### src/rtl/fetch_pkg.sv
// Shared types and constants for the instruction-fetch front end.
// Both the fetch queue and its FIFO import this package.
package fetch_pkg;

  localparam int INST_W = 32;
  localparam int PC_W   = 32;

  localparam logic [PC_W-1:0] PC_STEP          = 32'd4;
  localparam logic [PC_W-1:0] DEFAULT_RESET_PC = 32'd100;

  typedef struct packed {
    logic [PC_W-1:0]   pc;
    logic [INST_W-1:0] inst;
  } fetch_entry_t;

  // Fetches are word-granular, so the low two address bits are always zero.
  function automatic logic [PC_W-1:0] align_pc(input logic [PC_W-1:0] pc);
    return pc & ~(PC_W'(3));
  endfunction

endpackage

### src/rtl/fetch_fifo.sv
// Synchronous FIFO of fetch entries.
// Flush wins over push and pop in the same cycle; the head is read straight from storage.
module fetch_fifo
  import fetch_pkg::*;
#(
  parameter int DEPTH = 4,
  parameter int CNT_W = $clog2(DEPTH + 1)
) (
  input  logic               clk,
  input  logic               reset,
  input  logic               flush,
  input  logic               push,
  input  fetch_entry_t       push_entry,
  input  logic               pop,
  output logic [CNT_W-1:0]   count,
  output fetch_entry_t       head,
  output logic               head_valid
);

  localparam int PTR_W = $clog2(DEPTH);

  fetch_entry_t      mem [DEPTH];
  logic [PTR_W-1:0]  rd_ptr;
  logic [PTR_W-1:0]  wr_ptr;
  logic              pop_ok;
  logic              push_ok;

  assign head_valid = (count != '0);
  assign head       = mem[rd_ptr];

  // A push into a full queue is accepted only when the head leaves in the same cycle.
  assign pop_ok  = pop && head_valid;
  assign push_ok = push && ((count < CNT_W'(DEPTH)) || pop_ok);

  always_ff @(posedge clk or posedge reset) begin
    if (reset) begin
      for (int i = 0; i < DEPTH; i++) begin
        mem[i] <= '0;
      end
      rd_ptr <= '0;
      wr_ptr <= '0;
      count  <= '0;
    end else if (flush) begin
      rd_ptr <= '0;
      wr_ptr <= '0;
      count  <= '0;
    end else begin
      if (push_ok) begin
        mem[wr_ptr] <= push_entry;
        wr_ptr      <= wr_ptr + PTR_W'(1);
      end
      if (pop_ok) begin
        rd_ptr <= rd_ptr + PTR_W'(1);
      end
      if (push_ok && !pop_ok) begin
        count <= count + CNT_W'(1);
      end else if (!push_ok && pop_ok) begin
        count <= count - CNT_W'(1);
      end
    end
  end

endmodule

### src/rtl/if_fetch_queue.sv
// Instruction-fetch front end: owns the fetch PC, keeps one memory request in flight,
// and queues returned words with their PCs for decode. Redirect flushes and restarts.
module if_fetch_queue
  import fetch_pkg::*;
#(
  parameter int              DEPTH    = 4,
  parameter logic [PC_W-1:0] RESET_PC = DEFAULT_RESET_PC
) (
  input  logic              clk,
  input  logic              reset,
  output logic              imem_req,
  output logic [PC_W-1:0]   imem_addr,
  input  logic              imem_rvalid,
  input  logic [INST_W-1:0] imem_rdata,
  output logic              inst_valid,
  output logic [INST_W-1:0] inst_data,
  output logic [PC_W-1:0]   inst_pc,
  input  logic              inst_ready,
  input  logic              redirect,
  input  logic [PC_W-1:0]   redirect_pc
);

  localparam int CNT_W = $clog2(DEPTH + 1);
  localparam int OCC_W = CNT_W + 1;

  logic [PC_W-1:0]  fetch_pc;
  logic [PC_W-1:0]  req_pc;
  logic             outstanding;
  logic             drop;

  logic [CNT_W-1:0] count;
  fetch_entry_t     head;
  fetch_entry_t     push_entry;
  logic             head_valid;
  logic             pop;
  logic             push;
  logic             issue;
  logic [OCC_W-1:0] occupancy;

  // Decode handshake: inst_valid means the head entry is stable and held until
  // taken; the entry is consumed only in a cycle where inst_valid && inst_ready.
  assign pop = head_valid && inst_ready;

  // Occupancy reserves a slot for the in-flight response so the queue cannot overflow.
  assign occupancy = OCC_W'(count) + OCC_W'(outstanding) - OCC_W'(pop);

  assign issue = !reset && !redirect && (!outstanding || imem_rvalid)
                 && (occupancy < OCC_W'(DEPTH));

  assign push       = imem_rvalid && outstanding && !drop;
  assign push_entry = '{pc: req_pc, inst: imem_rdata};

  assign imem_req  = issue;
  assign imem_addr = fetch_pc;

  always_ff @(posedge clk or posedge reset) begin
    if (reset) begin
      fetch_pc    <= RESET_PC;
      req_pc      <= '0;
      outstanding <= 1'b0;
      drop        <= 1'b0;
    end else if (redirect) begin
      fetch_pc <= align_pc(redirect_pc);
      // The in-flight response, if any, must be swallowed when it eventually arrives.
      if (outstanding && !imem_rvalid) begin
        drop <= 1'b1;
      end else if (imem_rvalid) begin
        outstanding <= 1'b0;
        drop        <= 1'b0;
      end
    end else begin
      if (imem_rvalid && outstanding) begin
        outstanding <= 1'b0;
        drop        <= 1'b0;
      end
      if (issue) begin
        outstanding <= 1'b1;
        req_pc      <= fetch_pc;
        fetch_pc    <= fetch_pc + PC_STEP;
      end
    end
  end

  fetch_fifo #(
    .DEPTH (DEPTH),
    .CNT_W (CNT_W)
  ) u_fifo (
    .clk        (clk),
    .reset      (reset),
    .flush      (redirect),
    .push       (push),
    .push_entry (push_entry),
    .pop        (pop),
    .count      (count),
    .head       (head),
    .head_valid (head_valid)
  );

  assign inst_valid = head_valid;
  assign inst_data  = head.inst;
  assign inst_pc    = head.pc;

endmodule

### config.mk
export PLATFORM = sky130hd
export DESIGN_NAME = if_fetch_queue
export DESIGN_NICKNAME = d
export VERILOG_FILES = /design/src/rtl/fetch_pkg.sv /design/src/rtl/fetch_fifo.sv /design/src/rtl/if_fetch_queue.sv
export SDC_FILE = /design/constraint.sdc
export NUM_CORES = 1
export LEC_CHECK = 0
export ABC_AREA = 1
export BUFFER_PORTS_ARGS = -buffer_cell sky130_fd_sc_hd__clkbuf_2
export CORE_MARGIN = 8
export CORE_UTILIZATION = 45
export DETAILED_ROUTE_END_ITERATION = 16
export PLACE_DENSITY = 0.72
export RECOVER_POWER = 50
export SETUP_SLACK_MARGIN = 0.15
export SYNTH_ARGS = -nofsm -noshare
export SYNTH_HDL_FRONTEND = slang
export SYNTH_SLANG_ARGS = --single-unit
### constraint.sdc
create_clock -name clk -period 10.2 [get_ports clk]
set_input_delay 0 -clock clk [delete_from_list [all_inputs] [get_ports clk]]
set_output_delay 0 -clock clk [all_outputs]
set_load 0.02 [all_outputs]
; Yosys cells after proc, flatten, opt, wreduce, memory -nomap -nowiden
; Cells that the tools add are included.
; W data, S select, Z words.
[totals]
out_inout_bits = 98
ramBits = 0
inputBits = 69
latchBits = 0
reg_bits = 329
romBits = 0
wordCells = 87
n_memories = 0
[op_classes]
eq_ne = 3
n_reduce_logical = 32
multipliers = 0
bitwise = 3
addsub = 7
div_mod_pow = 0
shifts = 0
mux = 22
n_lt_le_gt_ge = 5
[ops]
columns = cell, count
row1 = $bwmux W256, 1
row2 = $mux W64, 3
row3 = $bmux W64 S2, 1
row4 = $demux W64 S2, 1
row5 = $mux W32, 2
row6 = $add A32 B3 Y32 const B, 1
row7 = $logic_and A1 B1 Y1, 12
row8 = $mux W3, 3
row9 = $reduce_bool A3 Y1, 3
row10 = $mux W2, 4
row11 = $reduce_bool A2 Y1, 4
row12 = $logic_not A1 Y1, 7
row13 = $mux W1, 7
row14 = $ge A3 B3 Y1 const B, 2
row15 = $not A2 Y3, 2
row16 = $reduce_and A2 Y1, 3
row17 = $add A2 B1 Y2 const B, 2
row18 = $add A3 B1 Y4, 1
row19 = $lt A4 B3 Y1 const B, 1
row20 = $ne A2 B2 Y1 const B, 2
row21 = $sub A4 B1 Y4, 1
row22 = $add A3 B1 Y3 const B, 1
row23 = $lt A3 B1 Y1 const B, 1
row24 = $lt A3 B3 Y1 const B, 1
row25 = other kinds (5), 6

; Logic depth before layout (Yosys ltp)
[depth]
word_depth = 10
mapped_depth = 19
depth_no_buf = 18

; By module
; A second synthesis with hierarchy kept.
[unflattened]
cells_unflattened = 1851
hier_area_um2 = 15731.3
[by_module_without_submodules]
columns = mod, cells_per_inst, area_each_um2, instances
row1 = fetch_fifo, 1309, 12050.3, 1
row2 = if_fetch_queue, 542, 3681.0, 1

; Worst setup path after synthesis
; Ideal clock, no wire load.
[synth_timing]
path_type = input to register
startpoint = input port reset
endpoint = register fetch_pc[24], in the netlist imem_addr[24]
slack_ps = 2479
t_required_ps = 10131
t_arrival_ps = 7652
setup_ps = 69
stages = 9
cell_sequence = inv_1 nand2_1 nor2_1 nand3_1 nor2_2 buf_4 buf_4 nand2_1 nand3_1
[synth_between]
elab_chain_cells = 5
[synth_rtl]
columns = item, line_no
row1 = "start, declared", if_fetch_queue.sv:10  ; input logic reset,
row2 = $logic_not A1 Y1 (no source line), --
row3 = $logic_and A1 B1 Y1 (2 in a row), if_fetch_queue.sv:47  ; assign issue = !reset && !redirect && (!outstanding || imem_rvalid)
row4 = $logic_and A1 B1 Y1, if_fetch_queue.sv:48  ; && (occupancy < OCC_W'(DEPTH));
row5 = net imem_req, if_fetch_queue.sv:11  ; output logic imem_req,
row6 = $reduce_bool A2 Y1 (no source line), --
row7 = "end signal, assigned", if_fetch_queue.sv:63  ; fetch_pc <= align_pc(redirect_pc);
row8 = "end signal, assigned", if_fetch_queue.sv:79  ; fetch_pc <= fetch_pc + PC_STEP;
row9 = "end, declared", if_fetch_queue.sv:26  ; logic [PC_W-1:0] fetch_pc;
; The timed path passes the listed nets, and every way through them passes these cells.
; A chain may end at the register's enable or synchronous reset.

; Worst setup path in the final report
[layout_timing]
startpoint = register u_fifo.count[2]
endpoint = register u_fifo.mem[20] in the netlist's numbering
[layout_between]
elab_chain_cells = 6
word_cells_on_any_way = 7
classes_between = order compare: 1 / reduce/logical: 6
[layout_rtl]
columns = item, line_no
row1 = "start, declared", fetch_fifo.sv:15  ; output logic [CNT_W-1:0] count,
row2 = "start signal, assigned", fetch_fifo.sv:56  ; count <= count + CNT_W'(1);
row3 = "start signal, assigned", fetch_fifo.sv:58  ; count <= count - CNT_W'(1);
row4 = branches (longest 3 deep; another with $lt A3 B3 Y1), --
row5 = $logic_or A1 B1 Y1 *, fetch_fifo.sv:33  ; assign push_ok = push && ((count < CNT_W'(DEPTH)) || pop_ok);
row6 = $logic_and A1 B1 Y1 *, fetch_fifo.sv:33
row7 = $reduce_and A2 Y1 (no source line) *, --
row8 = "end signal, assigned by index", fetch_fifo.sv:49  ; mem[wr_ptr] <= push_entry;
row9 = "end, declared", fetch_fifo.sv:22  ; fetch_entry_t mem [DEPTH];
; Every way passes the cells marked *.

==> results.json <==
{
  "status": "finished, violations left",
  "violations": "capacitance limit, slew limit",
  "synth_cells": 2005,
  "vias": 14100,
  "drv_slew": 301,
  "first_pass_iters": 6,
  "die_width_um": 203.5,
  "drtAntennaViolNets": 0,
  "ys_ff_latch": 317,
  "preCtsSetupSlack_ps": 7287,
  "ys_types": 33,
  "area_delta_synth_final_pct": 13.93,
  "wl_um": 45600,
  "setup_viol": 0,
  "ys_top_cells_by_area": "dfrtp_1 (50%), nand2_1 (17%), o21ai_1 (7.0%)",
  "setup_ws_ps": 4115,
  "grt_util_all_layers": 0.2170,
  "crit_family": "simple AND/OR/NAND/NOR gates",
  "max_freq_mhz": 164.3,
  "dp_hpwl_um": 25290,
  "core_um2": 34630,
  "cts_root_buffer": "clkbuf_16",
  "fp.dieArea_um2": 41430,
  "timing.hold.ws_ps": 20.24,
  "critical_path.max_fanout": 119,
  "gp_congestion": 0.8970,
  "cp.buffers_inverters": 1,
  "cp.arrival_ps": 6530,
  "synth_edf_count": 0,
  "cp_common_cell": "nand2_1",
  "nets": 2226,
  "grt_pass1_wl_um": 74030,
  "ys_seq_area_frac": 0.5014,
  "clock_latency_ps": 510,
  "start_util": 0.4571,
  "crit_start": "u_fifo.count[2]",
  "required_ps": 10640,
  "crit_chain": "inv_1 > nor2_4 > nor2_1 > nand2_1 > nor2_8 > nand2_1 > nand2_1",
  "cts_inserted_buffers": 35,
  "powerDensity_nw_per_um2": 257.8,
  "finClkSkew_ps": 12.00,
  "rsz0062_at_grt": "no",
  "yosysTopAreaCell": "dfrtp_1",
  "cap_violations": 4,
  "fill_cells": 3263,
  "drc": 0,
  "power_leakage_nw": 9.529,
  "syn_area_per_cell_um2": 7.894,
  "ys_async_sr_fraction": 1.000,
  "postCtsSetupRepairBufs": 0,
  "hold_path.class": "in -> reg",
  "grt_antenna_before_repair": 0,
  "first_iter_violations": 1246,
  "grt_overflow": 0,
  "die_y_um": 203.5,
  "cts_tree": "yes",
  "grt_max_degree": 173,
  "period_needed_ps": 6085,
  "utilization": 0.5207,
  "via_per_inst": 5.377,
  "hold_viol_final": 0,
  "critPathLaunchType": "flop",
  "min_from": "redirect",
  "n_antenna_cell": 0,
  "io_buffers": 160,
  "cts_max_path_buffers": 3,
  "yosysWarningCount": 0,
  "clkSlewWorstSetupHoldPaths_ps": 60,
  "wl_per_cell_um": 17.39,
  "seqCellArea_um2": 7941,
  "ctsHtreeMaxLevel": 2,
  "slowest_stage": "nand2_1",
  "ir_worst_vdd_uv": 166.0,
  "synthFlopType": "dfrtp_1",
  "multiInputGateArea_um2": 6608,
  "r2r_start": "u_fifo.count[2]",
  "crit_type": "reg -> reg",
  "io_pins": 167,
  "tns_ps": 0,
  "place_area_um2": 16320,
  "cts_num_sinks": 317,
  "num_rows": 68,
  "post-route-period-util": 0.5966,
  "syn_area_um2": 15830,
  "critical-path-max-stage-delay_ps": 2510,
  "final_layout_size_suffix_gt1_frac": 0.09917,
  "setup.worst_path.end_class": "flop",
  "synth_top_area_share": 0.4964,
  "fin_area_um2": 18030,
  "max_slew_margin": -2.070,
  "tightest_slew_ps": 4594,
  "first_global_vias": 13990
}
-- metal layers --
metal | wire length, um | part of all wire | global-route usage | up-vias
li1 | - | - | - | 6811
met1 | 19810 | 0.43 | 0.2929 | 6659
met2 | 20920 | 0.46 | 0.3483 | 552
met3 | 3585 | 0.079 | 0.03856 | 82
met4 | 1293 | 0.028 | 0.07641 | 0
met5 | 0 | 0 | 0 | -
-- placed cells by master (no fill, tap or decap), drive strengths merged --
| cell | netlist | routed |
|---|---|---|
| o21ai | 408 | 408 |
| o22ai | 63 | 63 |
| dfrtp | 314 | 314 |
| nor2 | 185 | 185 |
| bufinv | 0 | 2 |
| conb | 1 | 4 |
| nand3b | 2 | 2 |
| dfstp | 3 | 3 |
| dlygate4sd3 | 0 | 65 |
| xnor2 | 1 | 1 |
| a21boi | 8 | 8 |
| inv | 61 | 64 |
| clkinv | 3 | 6 |
| fa | 1 | 1 |
| a21oi | 6 | 6 |
| nand3 | 72 | 72 |
| buf | 86 | 12 |
| xor2 | 5 | 5 |
| nand2 | 725 | 725 |
| ha | 9 | 9 |
| clkbuf | 52 | 213 |
-- what timing repair did --
item                                   in CTS  in global routing
endpoints found under the hold margin     257                  0
resized for setup                           0                  0
hold buffers                               65                  0
-- cell type report --
cell class / instances / area share
sequential: 317 / 0.4404
multi-input combinational: 1489 / 0.3664
timing repair buffer: 240 / 0.08458
clock buffer: 50 / 0.05794
tap: 455 / 0.03157
inverter: 64 / 0.01388
clock inverter: 8 / 0.005204
-- synth_stat cells, types with 5 or more instances --
| cell type | count |
|---|---|
| a21oi_1 | 6 |
| buf_6 | 26 |
| buf_4 | 11 |
| nand2_1 | 724 |
| o21ai_0 | 185 |
| nand3_1 | 71 |
| buf_1 | 16 |
| o22ai_1 | 63 |
| o21ai_1 | 221 |
| ha_1 | 9 |
| inv_1 | 55 |
| inv_2 | 6 |
| dfrtp_1 | 314 |
| a21boi_0 | 8 |
| xor2_1 | 5 |
| buf_8 | 20 |
| clkbuf_1 | 48 |
| nor2_1 | 177 |
| buf_2 | 11 |
-- tightest hold or removal path, stage by stage --
cell	delay (ps)
clkbuf_2	80
buf_4	250
nand2_1	100
nand3_1	70
-- state kept, by name (all words and copies together) (netlist names) --
| name | cells |
|---|---|
| outstanding | 1 |
| u_fifo.rd_ptr | 2 |
| imem_addr | 30 |
| u_fifo.mem | 248 |
| u_fifo.wr_ptr | 2 |
| u_fifo.count | 3 |
| req_pc | 30 |
| drop | 1 |
-- through the flow --
step | power [mW] | cells
final | 4.649 | 2623
after global routing | 4.948 | 2623
after CTS | 4.691 | 2623
after detailed placement | 3.401 | 2500
after global placement | 3.356 | 2500
after floorplan | 2.869 | 2008
-- power breakdown --
group	internal (mW)	total [mW]	leakage, nW	switching (mW)
Combinational	0.489	1.57	4.72	1.08
Clock	0.760	1.26	0.565	0.501
Sequential	1.55	1.82	4.24	0.267
Total	2.80	4.65	9.53	1.85
-- final timing paths --
kind / endpoint / slack, ps / cells after the start
max: u_fifo.mem[20] / 4110 / 7
min in group asynchronous: u_fifo.mem[6] / 180 / 3
min reg2reg: u_fifo.mem[125] / 470 / 2
max reg2reg: u_fifo.mem[20] / 4110 / 7
min: imem_addr[30] / 20 / 4
max in group asynchronous: u_fifo.mem[232] / 6740 / 4
-- logic make-up after synthesis --
group	Yosys count	share of synthesized area
AOI/OAI and AO/OA	485	0.1601
xor gates and xnor gates	6	0.003320
adders and majority gates	10	0.008380
buffers and inverters	202	0.08032
DFF	317	0.5014
other	1	0.0002369
and+or+nand+nor	984	0.2462
(Power assumes the default switching activity.)
